===== src/rtl/alu_pkg.sv =====
// Shared definitions for the ALU sharing arbiter: op codes, FSM states, owner ids.
package alu_pkg;

    localparam logic [2:0] ALU_AND = 3'b000;
    localparam logic [2:0] ALU_OR  = 3'b001;
    localparam logic [2:0] ALU_ADD = 3'b010;
    localparam logic [2:0] ALU_SUB = 3'b011;
    localparam logic [2:0] ALU_MUL = 3'b100;

    typedef enum logic [1:0] {
        ST_IDLE = 2'd0,
        ST_EXEC = 2'd1,
        ST_RESP = 2'd2
    } state_t;

    typedef enum logic {
        OWN_A = 1'b0,
        OWN_B = 1'b1
    } owner_t;

endpackage


===== src/rtl/alu_share_arbiter_alu.sv =====
// Combinational ALU datapath; codes 101..111 fall through to ADD.
module alu_share_arbiter_alu
    import alu_pkg::*;
#(
    parameter int DATA_W = 32
) (
    input  logic [2:0]        ctrl,
    input  logic [DATA_W-1:0] data1,
    input  logic [DATA_W-1:0] data2,
    output logic [DATA_W-1:0] result
);

    // operation select; all arithmetic wraps at DATA_W bits
    always_comb begin
        case (ctrl)
            ALU_AND: result = data1 & data2;
            ALU_OR:  result = data1 | data2;
            ALU_ADD: result = data1 + data2;
            ALU_SUB: result = data1 - data2;
            ALU_MUL: result = data1 * data2;
            default: result = data1 + data2;
        endcase
    end

endmodule


===== src/rtl/alu_share_arbiter.sv =====
// Round-robin sharing of one ALU between requesters A and B.
// One operation in flight; result held until its owner accepts it.
//
// state   | meaning
// --------+-----------------------------------------------------------
// ST_IDLE | waiting for a request; ready offered to the granted side
// ST_EXEC | ALU running on captured operands; cnt counts MUL cycles
// ST_RESP | result registered, owner's resp_valid high until accepted
module alu_share_arbiter
    import alu_pkg::*;
#(
    parameter int unsigned MUL_CYCLES = 3,
    parameter int          DATA_W     = 32
) (
    input  logic              clk_i,
    input  logic              rst_i,
    input  logic              a_valid_i,
    output logic              a_ready_o,
    input  logic [DATA_W-1:0] a_data1_i,
    input  logic [DATA_W-1:0] a_data2_i,
    input  logic [2:0]        a_ctrl_i,
    output logic              a_resp_valid_o,
    input  logic              a_resp_ready_i,
    input  logic              b_valid_i,
    output logic              b_ready_o,
    input  logic [DATA_W-1:0] b_data1_i,
    input  logic [DATA_W-1:0] b_data2_i,
    input  logic [2:0]        b_ctrl_i,
    output logic              b_resp_valid_o,
    input  logic              b_resp_ready_i,
    output logic [DATA_W-1:0] result_o,
    output logic              zero_o
);

    // EXEC lasts cnt+1 cycles, so a multiply loads one less than its length
    localparam logic [3:0] MUL_LOAD = 4'(MUL_CYCLES - 1);

    state_t            state;
    state_t            state_nxt;
    owner_t            owner;
    owner_t            last_grant;
    logic [DATA_W-1:0] op1;
    logic [DATA_W-1:0] op2;
    logic [2:0]        op_ctrl;
    logic [3:0]        cnt;
    logic [DATA_W-1:0] alu_result;
    logic              grant_a;
    logic              grant_b;
    logic [2:0]        sel_ctrl;
    logic              owner_resp_ready;

    alu_share_arbiter_alu #(
        .DATA_W (DATA_W)
    ) u_alu (
        .ctrl   (op_ctrl),
        .data1  (op1),
        .data2  (op2),
        .result (alu_result)
    );

    // round-robin pick: a lone requester wins, contention goes to the side that did not win last
    always_comb begin
        grant_a          = a_valid_i && (!b_valid_i || last_grant == OWN_B);
        grant_b          = b_valid_i && (!a_valid_i || last_grant == OWN_A);
        sel_ctrl         = grant_a ? a_ctrl_i : b_ctrl_i;
        owner_resp_ready = (owner == OWN_A) ? a_resp_ready_i : b_resp_ready_i;
    end

    // state register
    always_ff @(posedge clk_i) begin
        if (!rst_i) state <= ST_IDLE;
        else        state <= state_nxt;
    end

    // next-state logic
    always_comb begin
        state_nxt = state;
        case (state)
            ST_IDLE: if (grant_a || grant_b) state_nxt = ST_EXEC;
            ST_EXEC: if (cnt == '0)          state_nxt = ST_RESP;
            ST_RESP: if (owner_resp_ready)   state_nxt = ST_IDLE;
            default:                         state_nxt = ST_IDLE;
        endcase
    end

    // handshake outputs; resp_valid is a decode of registered state so it cannot glitch
    always_comb begin
        a_ready_o      = (state == ST_IDLE) && grant_a;
        b_ready_o      = (state == ST_IDLE) && grant_b;
        a_resp_valid_o = (state == ST_RESP) && (owner == OWN_A);
        b_resp_valid_o = (state == ST_RESP) && (owner == OWN_B);
    end

    // operand capture, occupancy counter, result register and fairness history
    always_ff @(posedge clk_i) begin
        if (!rst_i) begin
            owner      <= OWN_A;
            last_grant <= OWN_B;
            op1        <= '0;
            op2        <= '0;
            op_ctrl    <= ALU_AND;
            cnt        <= '0;
            result_o   <= '0;
            zero_o     <= 1'b0;
        end else begin
            case (state)
                ST_IDLE: begin
                    if (grant_a || grant_b) begin
                        owner   <= grant_a ? OWN_A : OWN_B;
                        op1     <= grant_a ? a_data1_i : b_data1_i;
                        op2     <= grant_a ? a_data2_i : b_data2_i;
                        op_ctrl <= sel_ctrl;
                        cnt     <= (sel_ctrl == ALU_MUL) ? MUL_LOAD : 4'd0;
                    end
                end
                ST_EXEC: begin
                    if (cnt == '0) begin
                        result_o <= alu_result;
                        zero_o   <= (alu_result == '0);
                    end else begin
                        cnt <= cnt - 4'd1;
                    end
                end
                ST_RESP: begin
                    if (owner_resp_ready) last_grant <= owner;
                end
                default: ;
            endcase
        end
    end

    // only the current owner may ever see a response
    always_ff @(posedge clk_i) begin
        if (rst_i) assert (!(a_resp_valid_o && b_resp_valid_o));
    end

endmodule


===== config.mk =====
export PLATFORM = sky130hd
export DESIGN_NAME = alu_share_arbiter
export DESIGN_NICKNAME = d
export VERILOG_FILES = /design/src/rtl/alu_pkg.sv /design/src/rtl/alu_share_arbiter_alu.sv /design/src/rtl/alu_share_arbiter.sv
export SDC_FILE = /design/constraint.sdc
export NUM_CORES = 2
export LEC_CHECK = 0
export CAP_MARGIN = 20
export CORE_MARGIN = 2
export CORE_UTILIZATION = 39
export DETAILED_ROUTE_END_ITERATION = 10
export GPL_TIMING_DRIVEN = 1
export PLACE_DENSITY_LB_ADDON = 0.08
export SYNTH_ARGS = -nofsm -noshare
export SYNTH_HDL_FRONTEND = slang
export SYNTH_SLANG_ARGS = --single-unit

===== constraint.sdc =====
create_clock -name clk_i -period 8.7 [get_ports clk_i]
set_input_delay 2.61 -clock clk_i [delete_from_list [all_inputs] [get_ports clk_i]]
set_output_delay 2.61 -clock clk_i [all_outputs]
set_load 0.02 [all_outputs]

==> run_results.csv <==
group,metric,value,unit
logic_synthesis,yosys-top-cells-count,"409 x fa_1, 401 x inv_1, 389 x nand2_1",
die,die_area,63000,um^2
clock_network,cts_buffers,9,
layout,layout-drive-gt1-share,5.70,%
critical_path,max_stage_delay,0.84,ns
critical_path,cp-endpoint,"zero_o$_SDFFE_PN0P_",
logic_synthesis,synth_fp_nets,3499,
logic_synthesis,postSynthAreaPerCell,8.53,um^2
logic_synthesis,ys_seq_area_share,9.08,%
layout,syn2layout_area_growth,13.8,%
clock_network,ctsLongestPathBuffers,2,
timing,worst_slack,0.298,ns
logic_synthesis,netlist.top_cell.by_area,"fa_1",
place,portBuffers,176,
layout,fin_nets,3613,
critical_path,crit_path_start,"op1[4]$_SDFFE_PN0P_",
timing,skew,0.0178,ns
routing,drtAntennaViolNets,0,
timing,period_needed,8.40,ns
critical_path,reg2reg_slack,0.30,ns
logic_synthesis,yosysTopAreaCellShare,34.4,%
global_routing,antenna_found_initial,0,
logic_synthesis,synth_cell_types,73,
logic_synthesis,syn_inst,2791,
timing,relSlewSlack,32.6,%
global_routing,grt.total_usage,27.5,%
die,row_count,90,
place,place_ws,0.280,ns
global_routing,grt_max_degree,75,
die,num_io_pins,177,
die,core_area,60400,um^2
clock_network,cts.htree.levels,3,
critical_path,rr_endpoint,"zero_o$_SDFFE_PN0P_",
routing,drc,0,
clock_network,cts_sinks,108,
logic_synthesis,synth_most_common_cell,"fa_1",
critical_path,cp.required,9.03,ns
clock_network,clkTransAtPathRegs,0.09,ns
die,initial_core_util,39.4,%
critical_path,r2r-start,"op1[4]$_SDFFE_PN0P_",
logic_synthesis,synth_edf_count,0,
die,fp.dieW,251,um
critical_path,arrival,8.74,ns
layout,fill_cells,6172,
critical_path,path_max_fanout,14,
place,gp_congestion,0.928,
global_routing,grt_pass1_vias,20925,
critical_path,reg2reg_depth,25,
timing,drv_slew,0,
logic_synthesis,synth_area_leaders,"fa_1 34%, dfxtp_1 9.1%, ha_1 8.4%",
routing,first_pass_iters,5,
outcome,outcome,"finished, final reports clean",
logic_synthesis,synth_area,23800,um^2
critical_path,endpoint_kind,"flip-flop",
routing,dr_total_vias,19992,
timing,holdWs,0.471,ns
hold_path,hp-start,"result_o[1]$_SDFFE_PN0P_",
global_routing,grt_first_pass_wirelength,129000,um
routing,wire_per_inst,22.9,um
timing,rsz0062_at_grt,"false",
routing,drt_wl_total,84600,um
logic_synthesis,ys.flop_type,"dfxtp_1",
hold_path,hold_path_class,"reg2reg",
die,die_y,251,um
routing,drtIter0Drc,1503,
timing,setup_viol,0,
timing,tns,0,ns
place,dp_hpwl,69700,um
layout,multi_input_area,19500,um^2
global_routing,gr-total-overflow,0,
clock_network,root_buffer,"clkbuf_16",
clock_network,ctsHoldBuffers,0,
timing,min_period_over_period,96.6,%
timing,hold_violations,0,
clock_network,cts_tree,"built",
critical_path,cp_common_cell,"fa_1",
routing,routed_via_density,5.41,
critical_path,path_class,"reg2reg",
clock_network,postCtsSetupBuffers,0,
critical_path,start_kind,"flip-flop",
logic_synthesis,ys_warn_count,0,
flow_run,cap_violations,0,
clock_network,ctsResizeCount,0,
timing,clock.fmax,119,MHz
logic_synthesis,synthArstFlopShare,0,%
clock_network,insertion_delay,0.42,ns
logic_synthesis,yosys_register_bits,108,
timing,worstMarginPinSlew,1.01,ns
layout,regArea,2180,um^2
critical_path,worst_path_max_delay_cell,"dfxtp_1",
## cell families after synthesis
logic type	after synthesis	share of synthesized area (%)
muxes	72	3.05
adders and majority gates	576	43.1
DFF	108	9.08
xor gates and xnor gates	141	5.19
AOI/OAI and AO/OA	385	11.1
and+or+nand+nor	924	19.2
buffers and inverters	585	9.27
## metal layers
metal	GRT usage [%]	vias up	part of all wire (%)
met4	9.61	0	3.5
met1	37.5	10148	43
li1	-	9000	-
met3	4.64	138	6.9
met5	0	-	0
met2	44.2	706	46
## metrics by stage
step / cells / area, um^2 / util, %
detailed placement: 3675 / 26800 / 44.3
floorplan: 2791 / 23800 / -
global route: 3692 / 27100 / 44.9
finish: 3693 / 27100 / 44.9
global placement: 3675 / 26800 / 44.3
CTS: 3691 / 27100 / 44.8
## cell usage in the layout, fill, tap and decap left out, drive strengths merged, types with 17 or more instances in the layout
master	netlist	routed
clkdlybuf4s50	0	175
and3	26	26
dfxtp	108	108
o211a	50	50
a21oi	106	106
o21ai	80	80
xor2	47	47
inv	401	403
nor2	95	95
nand2	389	389
a21o	17	17
nor3	26	26
fa	409	409
nand3	21	21
buf	14	111
and2	305	305
mux2i	71	71
ha	159	159
xnor2	94	94
## layout make-up
| type | count | area share, % |
|---|---|---|
| multi-input cells | 2098 | 71.8 |
| repair buffers | 287 | 9.78 |
| flip-flops and latches | 108 | 8.05 |
| inverters | 401 | 5.56 |
| well taps | 782 | 3.61 |
| clock buffers | 9 | 0.831 |
| clock inverters | 7 | 0.346 |
| diodes | 1 | 0.00924 |
## worst min-delay path by stage
stage,end,cells after the start
after floorplan,cnt[3]$_SDFFE_PN0P_,2
after global placement,result_o[1]$_SDFFE_PN0P_,2
after detailed placement,result_o[9]$_SDFFE_PN0P_,2
after CTS,result_o[9]$_SDFFE_PN0P_,2
after global routing,result_o[2]$_SDFFE_PN0P_,2
final,result_o[1]$_SDFFE_PN0P_,2
## flip-flops by register name (all words and copies together) (netlist names)
| register | count |
|---|---|
| zero_o | 1 |
| op1 | 32 |
| last_grant | 1 |
| op_ctrl | 3 |
| result_o | 32 |
| owner | 1 |
| cnt | 4 |
| state | 2 |
| op2 | 32 |
## critical path, delay by kind of cell, from the launching register on
family,cells,cell delay (ns)
fa+ha+maj,9,3.55
compound gates,7,1.97
simple gates,5,1.19
flops,1,0.84
buf+inv,3,0.44
xor+xnor,1,0.33
Power is left out: the tool's default activity adds up to more than one toggle a clock period on the data nets, which glitch-free logic cannot reach.
